File: src/rtl/riscv_pkg.sv
// Shared RISC-V decode definitions: major opcodes, immediate-format select and the canonical NOP.
package riscv_pkg;

  localparam logic [6:0] OPC_LOAD     = 7'b0000011;
  localparam logic [6:0] OPC_OP_IMM   = 7'b0010011;
  localparam logic [6:0] OPC_JALR     = 7'b1100111;
  localparam logic [6:0] OPC_LOAD_FP  = 7'b0000111;
  localparam logic [6:0] OPC_STORE    = 7'b0100011;
  localparam logic [6:0] OPC_STORE_FP = 7'b0100111;
  localparam logic [6:0] OPC_BRANCH   = 7'b1100011;
  localparam logic [6:0] OPC_LUI      = 7'b0110111;
  localparam logic [6:0] OPC_AUIPC    = 7'b0010111;
  localparam logic [6:0] OPC_JAL      = 7'b1101111;
  localparam logic [6:0] OPC_OP       = 7'b0110011;
  localparam logic [6:0] OPC_OP_FP    = 7'b1010011;
  localparam logic [6:0] OPC_CUSTOM0  = 7'b0001011;

  typedef enum logic [2:0] {
    IMM_I   = 3'b000,
    IMM_S   = 3'b001,
    IMM_B   = 3'b010,
    IMM_U   = 3'b011,
    IMM_J   = 3'b100,
    IMM_R   = 3'b101,
    IMM_F   = 3'b110,
    IMM_RAW = 3'b111
  } imm_op_e;

  localparam logic [31:0] NOP_INST = 32'h0000_0013;

endpackage

File: src/rtl/inst_opdec.sv
// Combinational pre-decode of a major opcode into the immediate-format select.
module inst_opdec
  import riscv_pkg::*;
(
  input  logic [6:0] opcode_i,
  output imm_op_e    imm_op_o
);

  always_comb begin
    imm_op_o = IMM_RAW;
    // Compressed / non-32-bit encodings are passed through untouched
    if (opcode_i[1:0] == 2'b11) begin
      case (opcode_i)
        OPC_LOAD, OPC_OP_IMM, OPC_JALR, OPC_LOAD_FP: imm_op_o = IMM_I;
        OPC_STORE, OPC_STORE_FP:                     imm_op_o = IMM_S;
        OPC_BRANCH:                                  imm_op_o = IMM_B;
        OPC_LUI, OPC_AUIPC:                          imm_op_o = IMM_U;
        OPC_JAL:                                     imm_op_o = IMM_J;
        OPC_OP, OPC_OP_FP:                           imm_op_o = IMM_R;
        OPC_CUSTOM0:                                 imm_op_o = IMM_F;
        default:                                     imm_op_o = IMM_RAW;
      endcase
    end
  end

endmodule

File: src/rtl/inst_queue.sv
// Fetch-to-decode FWFT instruction queue; opcode pre-decode happens on push so the head select is ready immediately.
module inst_queue
  import riscv_pkg::*;
#(
  parameter int DEPTH = 4,
  parameter int XLEN  = 32
) (
  input  logic                       clk_i,
  input  logic                       rst_ni,
  input  logic                       flush_i,
  input  logic                       fetch_valid_i,
  output logic                       fetch_ready_o,
  input  logic [XLEN-1:0]            fetch_inst_i,
  input  logic [XLEN-1:0]            fetch_pc_i,
  output logic                       dec_valid_o,
  input  logic                       dec_ready_i,
  output logic [XLEN-1:0]            dec_inst_o,
  output logic [XLEN-1:0]            dec_pc_o,
  output logic [2:0]                 dec_imm_op_o,
  output logic [$clog2(DEPTH):0]     count_o
);

  localparam int PTR_W = $clog2(DEPTH);
  localparam int CNT_W = PTR_W + 1;
  localparam logic [CNT_W-1:0] FULL_CNT = CNT_W'(DEPTH);

  logic [XLEN-1:0]  r_inst [DEPTH];
  logic [XLEN-1:0]  r_pc   [DEPTH];
  imm_op_e          r_imm  [DEPTH];
  logic [PTR_W-1:0] r_wr_ptr;
  logic [PTR_W-1:0] r_rd_ptr;
  logic [CNT_W-1:0] r_count;

  logic    w_full;
  logic    w_empty;
  logic    w_push;
  logic    w_pop;
  imm_op_e w_imm_op;

  assign w_full  = (r_count == FULL_CNT);
  assign w_empty = (r_count == '0);
  // Ready is a pure function of occupancy, so a pop never frees a slot in the same cycle
  assign w_push  = fetch_valid_i & ~w_full;
  assign w_pop   = dec_ready_i & ~w_empty;

  inst_opdec u_opdec (
    .opcode_i (fetch_inst_i[6:0]),
    .imm_op_o (w_imm_op)
  );

  always_ff @(posedge clk_i or negedge rst_ni) begin
    if (!rst_ni) begin
      r_wr_ptr <= '0;
      r_rd_ptr <= '0;
      r_count  <= '0;
    end else if (flush_i) begin
      r_wr_ptr <= '0;
      r_rd_ptr <= '0;
      r_count  <= '0;
    end else begin
      if (w_push) r_wr_ptr <= r_wr_ptr + PTR_W'(1);
      if (w_pop)  r_rd_ptr <= r_rd_ptr + PTR_W'(1);
      case ({w_push, w_pop})
        2'b10:   r_count <= r_count + CNT_W'(1);
        2'b01:   r_count <= r_count - CNT_W'(1);
        default: r_count <= r_count;
      endcase
    end
  end

  // Storage is not reset; occupancy alone decides what is visible
  always_ff @(posedge clk_i) begin
    if (w_push && !flush_i) begin
      r_inst[r_wr_ptr] <= fetch_inst_i;
      r_pc[r_wr_ptr]   <= fetch_pc_i;
      r_imm[r_wr_ptr]  <= w_imm_op;
    end
  end

  assign fetch_ready_o = ~w_full;
  assign dec_valid_o   = ~w_empty;
  assign count_o       = r_count;
  assign dec_inst_o    = w_empty ? XLEN'(NOP_INST) : r_inst[r_rd_ptr];
  assign dec_pc_o      = w_empty ? '0 : r_pc[r_rd_ptr];
  assign dec_imm_op_o  = w_empty ? 3'b000 : r_imm[r_rd_ptr];

endmodule

File: config.mk
export PLATFORM = sky130hd
export DESIGN_NAME = inst_queue
export DESIGN_NICKNAME = d
export VERILOG_FILES = /design/src/rtl/riscv_pkg.sv /design/src/rtl/inst_opdec.sv /design/src/rtl/inst_queue.sv
export SDC_FILE = /design/constraint.sdc
export NUM_CORES = 1
export LEC_CHECK = 0
export ABC_AREA = 1
export CORE_MARGIN = 2
export CORE_UTILIZATION = 49
export CTS_BUF_LIST = sky130_fd_sc_hd__clkbuf_4 sky130_fd_sc_hd__clkbuf_8 sky130_fd_sc_hd__clkbuf_16
export CTS_CLUSTER_DIAMETER = 80
export DETAILED_ROUTE_END_ITERATION = 8
export HOLD_SLACK_MARGIN = 0.03
export PLACE_DENSITY = 0.72
export SLEW_MARGIN = 30
export SYNTH_ARGS = -nofsm -noshare
export SYNTH_HDL_FRONTEND = slang
export SYNTH_SLANG_ARGS = --single-unit
File: constraint.sdc
create_clock -name clk_i -period 9.05 [get_ports clk_i]
set_input_delay 1.3575 -clock clk_i [delete_from_list [all_inputs] [get_ports clk_i]]
set_output_delay 1.3575 -clock clk_i [all_outputs]
set_load 0.01 [all_outputs]
; After elaboration in Yosys (flattened, before gate mapping)
; Memories as Yosys holds them, arrays and structs flattened.
; Index checks and enable logic that the tools add are counted.
[classes]
add_sub_neg = 4
eq_ne = 17
mux = 13
bitwise = 4
reduce_logical = 10
[ops]
columns = op, n
row1 = 32-bit 2-to-1 mux, 2
row2 = 7-bit by 6-bit == test with 1-bit output (second input constant), 4
row3 = 7-bit == test (second input constant), 4
row4 = 3-bit case mux with 7 select lines, 1
row5 = 7-bit by 5-bit == test with 1-bit output (second input constant), 2
row6 = 3-bit 2-to-1 mux, 3
row7 = 2-bit 2-to-1 mux, 4
row8 = 7-bit by 2-bit == test with 1-bit output (second input constant), 1
row9 = 7-bit by 3-bit == test with 1-bit output (second input constant), 1
row10 = 7-bit by 4-bit == test with 1-bit output (second input constant), 1
row11 = 3-bit case mux with 2 select lines, 1
row12 = 2-bit OR reduction, 3
row13 = 2-bit by 1-bit adder with 2-bit output (second input constant), 2
row14 = 2-bit == test (second input constant), 2
row15 = 2-bit nonzero test, 2
row16 = 4-bit OR reduction, 1
row17 = 3-bit by 1-bit adder with 3-bit output (second input constant), 1
row18 = 3-bit == test (second input constant), 1
row19 = 3-bit logical NOT, 1
row20 = 3-bit nonzero test, 1
row21 = 3-bit by 1-bit subtractor with 3-bit output (second input constant), 1
row22 = 1-bit AND, 2
row23 = 2-bit by 1-bit == test with 1-bit output (second input constant), 1
row24 = 1-bit 2-to-1 mux, 2
row25 = other kinds (3), 4
[totals]
ff_bits = 7
mem_bits_rw = 268
input_bits = 69
output_inout_bits = 72
word_cells = 54
memories = 3
[mem_list]
columns = memory, depth, width, rd, rd_ports_with_merged_regs, wr, line
row1 = r_inst, 4, 32, 1, 0, 1, inst_queue.sv:27  ; logic [XLEN-1:0] r_inst [DEPTH];
row2 = r_pc, 4, 32, 1, 0, 1, inst_queue.sv:28  ; logic [XLEN-1:0] r_pc [DEPTH];
row3 = r_imm, 4, 3, 1, 0, 1, inst_queue.sv:29  ; imm_op_e r_imm [DEPTH];

; Depth between registers and ports, before layout
; Gate-level depths: netlist of the first run.
[depth]
word_depth = 6
mapped_depth = 13
mapped_depth_nobuf = 12

; By module
; A second synthesis of the first run with hierarchy kept.
[hier_totals]
hier_cells = 902
area_unflattened_um2 = 11058.1
[modules_own_cells]
columns = module, instances, cells_each, area_each_um2, seq_area_each_um2
row1 = inst_queue, 1, 854, 10839.1, 8222.9
row2 = inst_opdec, 1, 48, 219.0, 0.0

; Worst setup path before layout of the first run
; No wires, ideal clock.
[synth_timing]
path_kind = in2reg
from = input port flush_i
to = memory r_imm[0][0] (netlist name), enable pin
setup_time_ns = 0.492
arrival_ns = 4.625
required_ns = 8.558
slack_ns = 3.933
stages = 4
n_path_buf = 1
cell_sequence = inv_1 clkbuf_1 nand2_1 nor2_1
[synth_between]
elab_chain_cells = 4
[synth_rtl]
columns = element, line
row1 = from (decl), inst_queue.sv:10  ; input logic flush_i,
row2 = 1-bit logical NOT, inst_queue.sv:73  ; if (w_push && !flush_i) begin
row3 = 1-bit logical AND, inst_queue.sv:73
row4 = 1-bit 2-to-1 mux, inst_queue.sv:73
row5 = 1-bit 2-to-1 mux (implied by the code), inst_queue.sv:76  ; r_imm[r_wr_ptr] <= w_imm_op;
row6 = to (decl), inst_queue.sv:29
; Every way passes these cells.

; Final worst setup path of the first run
[layout_timing]
from = register r_rd_ptr[0]
to = output port dec_pc_o[7]
[layout_between]
elab_chain_cells = 2
[layout_rtl]
columns = element, line
row1 = from (decl), inst_queue.sv:31  ; logic [PTR_W-1:0] r_rd_ptr;
row2 = from (signal assigned), inst_queue.sv:62  ; if (w_pop) r_rd_ptr <= r_rd_ptr + PTR_W'(1);
row3 = memory 4 x 32 bit, --
row4 = 32-bit 2-to-1 mux, inst_queue.sv:84  ; assign dec_pc_o = w_empty ? '0 : r_pc[r_rd_ptr];
row5 = to (decl), inst_queue.sv:18  ; output logic [XLEN-1:0] dec_pc_o,
; Every way passes these cells.

==> results of run 1 <==
layout make-up:
class                           count  area (µm²)
Multi-Input combinational cell    547        2442
Timing Repair Buffer              150        1516
Tap cell                          280       350.3
Clock inverter                     11       72.57
Sequential cell                   275        8228
Antenna cell                        1       2.502
Clock buffer                       36       743.2
Fill cell                        1663        8527
Inverter                           19       76.32
registers in the layout (all words and copies together) (netlist names):
signal / count
r_wr_ptr: 2
r_rd_ptr: 2
r_inst: 128
r_pc: 128
r_imm: 12
count_o: 3
logic make-up after synthesis:
family                     share of synthesized area
DFF                                           0.7460
buffers and inverters                        0.03519
xor gates and xnor gates                    0.001589
and+or+nand+nor                               0.1157
adders and majority gates                   0.006357
AOI/OAI and AO/OA                            0.09523
per-stage QoR:
step                      area, µm²  worst slack, ps  utilization  hold slack (ps)  std cells
after CTS                     13370             4294       0.6091            656.1       1316
after floorplan               11020             3933            -            579.4        893
after global routing          13430             4080       0.6117            695.6       1319
after global placement        12560             4802       0.5718            618.2       1269
after detailed placement      12560             4732       0.5719            631.1       1269
final                         13430             4334       0.6117            651.4       1319
cell usage after synthesis:
cell type and instances:
o21ai_1 52, inv_2 3, nand2_2 3, buf_2 20, fa_1 1, nand3b_1 1
a21oi_2 1, buf_4 7, nand3_1 9, o21ai_0 83, clkbuf_1 16, nor2_1 273
a21oi_1 73, edfxtp_1 268, xnor2_1 1, nand2_1 41, dfrtp_1 7, inv_4 1
xor2_1 1, inv_1 15, nor2_2 1, ha_1 4, buf_6 9, nand4_1 3
critical path: stages, from the launching register on:
cell	delay [ps]
dfrtp_4	770
buf_4	840
nor2_1	110
nor2_1	120
o21ai_0	100
a21oi_1	290
clkdlybuf4s50_1	600
where the power goes:
part / switching (µW) / internal [µW] / leakage, µW
clock network: 433 / 600 / 0.000405
registers: 49.0 / 1480 / 0.00251
logic: 682 / 527 / 0.00166
how the worst max path moves through the flow:
stage / to / slack [ps] / cells past startpoint
3_3_place_gp: r_pc[1][23] / 4800 / 6
2_1_floorplan: r_imm[0][0] / 3930 / 4
3_5_place_dp: r_pc[1][25] / 4730 / 6
4_1_cts: dec_pc_o[7] / 4290 / 6
5_1_grt: dec_pc_o[7] / 4080 / 6
6_report: dec_pc_o[7] / 4330 / 6
metal layers:
metal | vias to the layer above | GRT usage
li1 | 3400 | -
met1 | 3493 | 0.2703
met5 | - | 0
met2 | 226 | 0.3464
met4 | 0 | 0.06320
met3 | 38 | 0.02790
==> flow_summary.json, run 1 <==
{
  "outcome": "complete, no violations",
  "ir_worst_vdd_v": 0.0002098,
  "numCtsBuffers": 27,
  "ff2ff_path_depth": 5,
  "yosys_warnings": 0,
  "p_leak_uw": 0.004576,
  "cts_hold_buf": 0,
  "hold_path.class": "reg -> reg",
  "num_vias": 7157,
  "grt_overflow_total": 0,
  "via_per_inst": 5.426,
  "clk_latency_ps": 520,
  "met3WireLength_mm": 1.367,
  "fmax_mhz": 212.0,
  "final_nets": 1094,
  "io_pins": 141,
  "finalCritPeriodShare": 0.5211,
  "port_buffers": 140,
  "core_um2": 21960,
  "whs_endpoint": "count_o[0]",
  "finalPower_uw": 3767,
  "crit_start": "r_rd_ptr[0]",
  "root_buffer": "clkbuf_16",
  "crit_arrival_ps": 3360,
  "gp_congestion": 0.8059,
  "dp_hpwl_mm": 13.93,
  "drc": 0,
  "final_cell_mix": "269 x nor2_1, 268 x edfxtp_1, 140 x clkdlybuf4s50_1",
  "num_rows": 54,
  "relSlewSlack": 0.3768,
  "synth.top_cells.by_area": "edfxtp_1 73%, nor2_1 9.3%, o21ai_0 3.8%",
  "syn_area_per_cell_um2": 12.34,
  "grt_util_all_layers": 0.2022,
  "cts_tree": "built",
  "cts_sinks": 275,
  "synthCells": 893,
  "antenna_found_initial": 1,
  "path_clk_slew_ps": 60,
  "rsz0062_at_grt": "false",
  "wl_met1_mm": 10.29,
  "top_layer": "met4",
  "die_w_um": 154.0,
  "layout_min_cycle_time_ps": 4716,
  "synthesis.nets": 967,
  "clock_skew_ps": 18.34,
  "clk_path_buf_depth": 3,
  "crit_required_ps": 7690,
  "yosysTopAreaCell": "edfxtp_1",
  "firstDrtPassIters": 5,
  "final_max_slew_viol_count": 0,
  "cp_max_fo": 90,
  "cts_max_level": 1,
  "final_common_cell": "nor2_1",
  "synth_top_area_share": 0.7301,
  "final-hold-violation-count": 0,
  "drive_gt1_frac": 0.06166,
  "netlist_area_um2": 11020,
  "syn_to_final_growth_pct": 21.85,
  "cp-start-kind": "flop",
  "wl_per_cell_um": 18.38,
  "post_cts_resized": 0,
  "synth-seq-cells": 275,
  "synth_cell_type_count": 24,
  "cts_setup_buffers": 0,
  "critPathCaptureType": "output port",
  "wl_met2_mm": 12.03,
  "grt_max_degree": 136,
  "r2r_setup_slack_ps": 6140,
  "power_density_nw_per_um2": 280.5,
  "reg2reg_to": "r_inst[3][24]",
  "yosysSeqAreaShare": 0.7460,
  "grt_pass1_wl_mm": 37.79,
  "final.setup.tns_ps": 0,
  "fp.dieArea_um2": 23710,
  "finalSetupViolations": 0,
  "grt_pass1_vias": 7068,
  "initial_core_util": 0.5020,
  "die_h_um": 154.0,
  "rr_startpoint": "count_o[1]",
  "holdPathStages": 2,
  "final_antenna_net_count": 0,
  "tightest_slew_ps": 934.8,
  "hold_start": "count_o[0]",
  "first_iter_violations": 621,
  "cap_violations": 0,
  "routed_wl_mm": 24.25,
  "worstSetupPathType": "reg -> out"
}
No activity file was read; power rests on OpenSTA's default activity.
==> run 2: changes to the inputs <==
clock period = 4.85 ns   (was 9.05 ns; I/O delays follow)
==> run 2 against run 1 <==
  * Sequential share of layout area decreased by 0.19 points
  * Setup slack worse by 3300 ps
  * Register-to-register slack got worse by 3700 ps
  * Utilization grew 0.19 points
  * Cell area grew 0.32%
  * First-iteration DRC count fell by 16%
  * Wire length decreased by 3.5%
  * Die area is the same
==> flow_summary.json, run 2 (synthesized netlist as in run 1, its figures left out) <==
{
  "power_density_nw_per_um2": 523.0,
  "clock_skew_ps": 8.608,
  "wl_per_cell_um": 17.66,
  "grt_use_met3": 0.02818,
  "cts_setup_buffers": 0,
  "firstDrtPassIters": 4,
  "ir_worst_vdd_v": 0.0004450,
  "grt_util_all_layers": 0.1955,
  "num_rows": 54,
  "die_h_um": 154.0,
  "drive_gt1_frac": 0.06992,
  "grt_max_degree": 85,
  "port_buffers": 140,
  "io_pins": 141,
  "tightest_slew_ps": 859.6,
  "p_leak_uw": 0.004612,
  "cp_cell_sequence": "inv_4, buf_12, o21ai_0, a21oi_1, clkdlybuf4s50_1",
  "rsz0062_at_grt": "false",
  "slowest_delay_ps": 650,
  "internal_power_uw": 4885,
  "crit_required_ps": 4120,
  "initial_core_util": 0.5020,
  "cts_hold_buf": 0,
  "grt_pass1_vias": 6873,
  "seqPwrFrac": 0.402,
  "core_um2": 21960,
  "pwr-share-clk": 0.273,
  "worstSetupPathType": "reg -> out",
  "syn_to_final_growth_pct": 22.24,
  "hold_path.class": "in -> async",
  "final_max_slew_viol_count": 0,
  "critPathCaptureType": "output port",
  "cp_max_fo": 84,
  "relSlewSlack": 0.4270,
  "drc": 0,
  "cts_tree": "built",
  "fmax_mhz": 263.5,
  "cts_sinks": 275,
  "power.switching_uw": 2163,
  "via_per_inst": 5.273,
  "first_iter_violations": 521,
  "grt_util_met1": 0.2602,
  "final-hold-violation-count": 0,
  "antenna_found_initial": 1,
  "grt_overflow_total": 0,
  "final_antenna_net_count": 0,
  "top_regs": "r_inst (128), r_pc (128), r_imm (12)",
  "slowest_stage": "dfrtp_4",
  "routed_wl_mm": 23.39,
  "top_usage_layer": "met2",
  "grt_pass1_wl_mm": 36.35,
  "switching_share": 0.3069,
  "fp.dieArea_um2": 23710,
  "root_buffer": "clkbuf_16",
  "layout_min_cycle_time_ps": 3795,
  "die_w_um": 154.0,
  "cp-start-kind": "flop",
  "grt_util_met2": 0.3419,
  "path_clk_slew_ps": 60,
  "p_comb_frac": 0.325,
  "numCtsBuffers": 27,
  "final.setup.tns_ps": 0,
  "num_vias": 6987,
  "final_nets": 1099,
  "clk_latency_ps": 520,
  "cts_max_level": 1,
  "finalSetupViolations": 0,
  "final_cell_mix": "269 x nor2_1, 268 x edfxtp_1, 140 x clkdlybuf4s50_1",
  "crit_arrival_ps": 3070,
  "cap_violations": 0,
  "post_cts_resized": 0,
  "outcome": "complete, no violations",
  "dp_hpwl_mm": 13.40,
  "finalCritPeriodShare": 0.7824,
  "final_common_cell": "nor2_1",
  "gp_congestion": 0.7684,
  "clk_path_buf_depth": 3,
  "finalPower_uw": 7048
}
==> run 2: cell count changes in the layout (fill, tap and decap cells not counted), sizes merged <==
| cell | change |
|---|---|
| clkbuf | -1 |
| buf | +5 |
| inv | +1 |
| clkinv | +1 |
==> run 2: layout make-up <==
cell class,count,area [µm²]
clock inverter,13,90.09
tap,280,350.3
multi-input combinational,547,2442
inverter,19,73.82
fill,1689,8484
antenna,1,2.502
clock buffer,35,735.7
timing repair buffer,155,1551
sequential,275,8228
==> run 2: power by group through the flow <==
stage               clock network, µW  registers (µW)  logic, µW
finish                           1930            2830       2290
global route                     2070            2840       2500
CTS                              1960            2830       2330
detailed placement                  0            2880       2310
global placement                    0            2880       2300
floorplan                           0            2850       1200
==> run 2: worst paths after layout <==
kind                                  start        endpoint  slack [ps]  cells after the start
worst max register to register   count_o[0]    r_inst[1][0]        2410                      5
worst max-delay path            r_rd_ptr[0]  dec_inst_o[27]        1060                      5
min in group clk_i              r_wr_ptr[1]     r_wr_ptr[1]         630                      2
worst min register to register  r_wr_ptr[1]     r_wr_ptr[1]         630                      2
worst min-delay path                 rst_ni     r_wr_ptr[1]         480                      1
max in group asynchronous            rst_ni     r_rd_ptr[0]        4080                      1
==> run 2: per-layer routing <==
layer,vias up,wire length (µm)
met5,-,0
met4,0,340
met3,25,1299
met2,189,11670
met1,3379,10090
li1,3394,-
==> run 2: critical path: cells and delay by family (launching register included) <==
kind                   cells  cell delay [ps]
DFF                        1              650
buffers and inverters      3             1370
AOI/OAI and AO/OA          2              420
==> run 2: stage by stage <==
step	instance area, µm²	std cells	hold slack [ps]	setup WS (ps)	utilization
floorplan	11020	893	431.9	362.9	-
global placement	12650	1276	618.9	1623	0.5759
detailed placement	12650	1276	624.1	1619	0.5759
CTS	13470	1324	480.9	1053	0.6135
global route	13470	1325	498.3	911.4	0.6136
finish	13470	1325	478.3	1055	0.6136
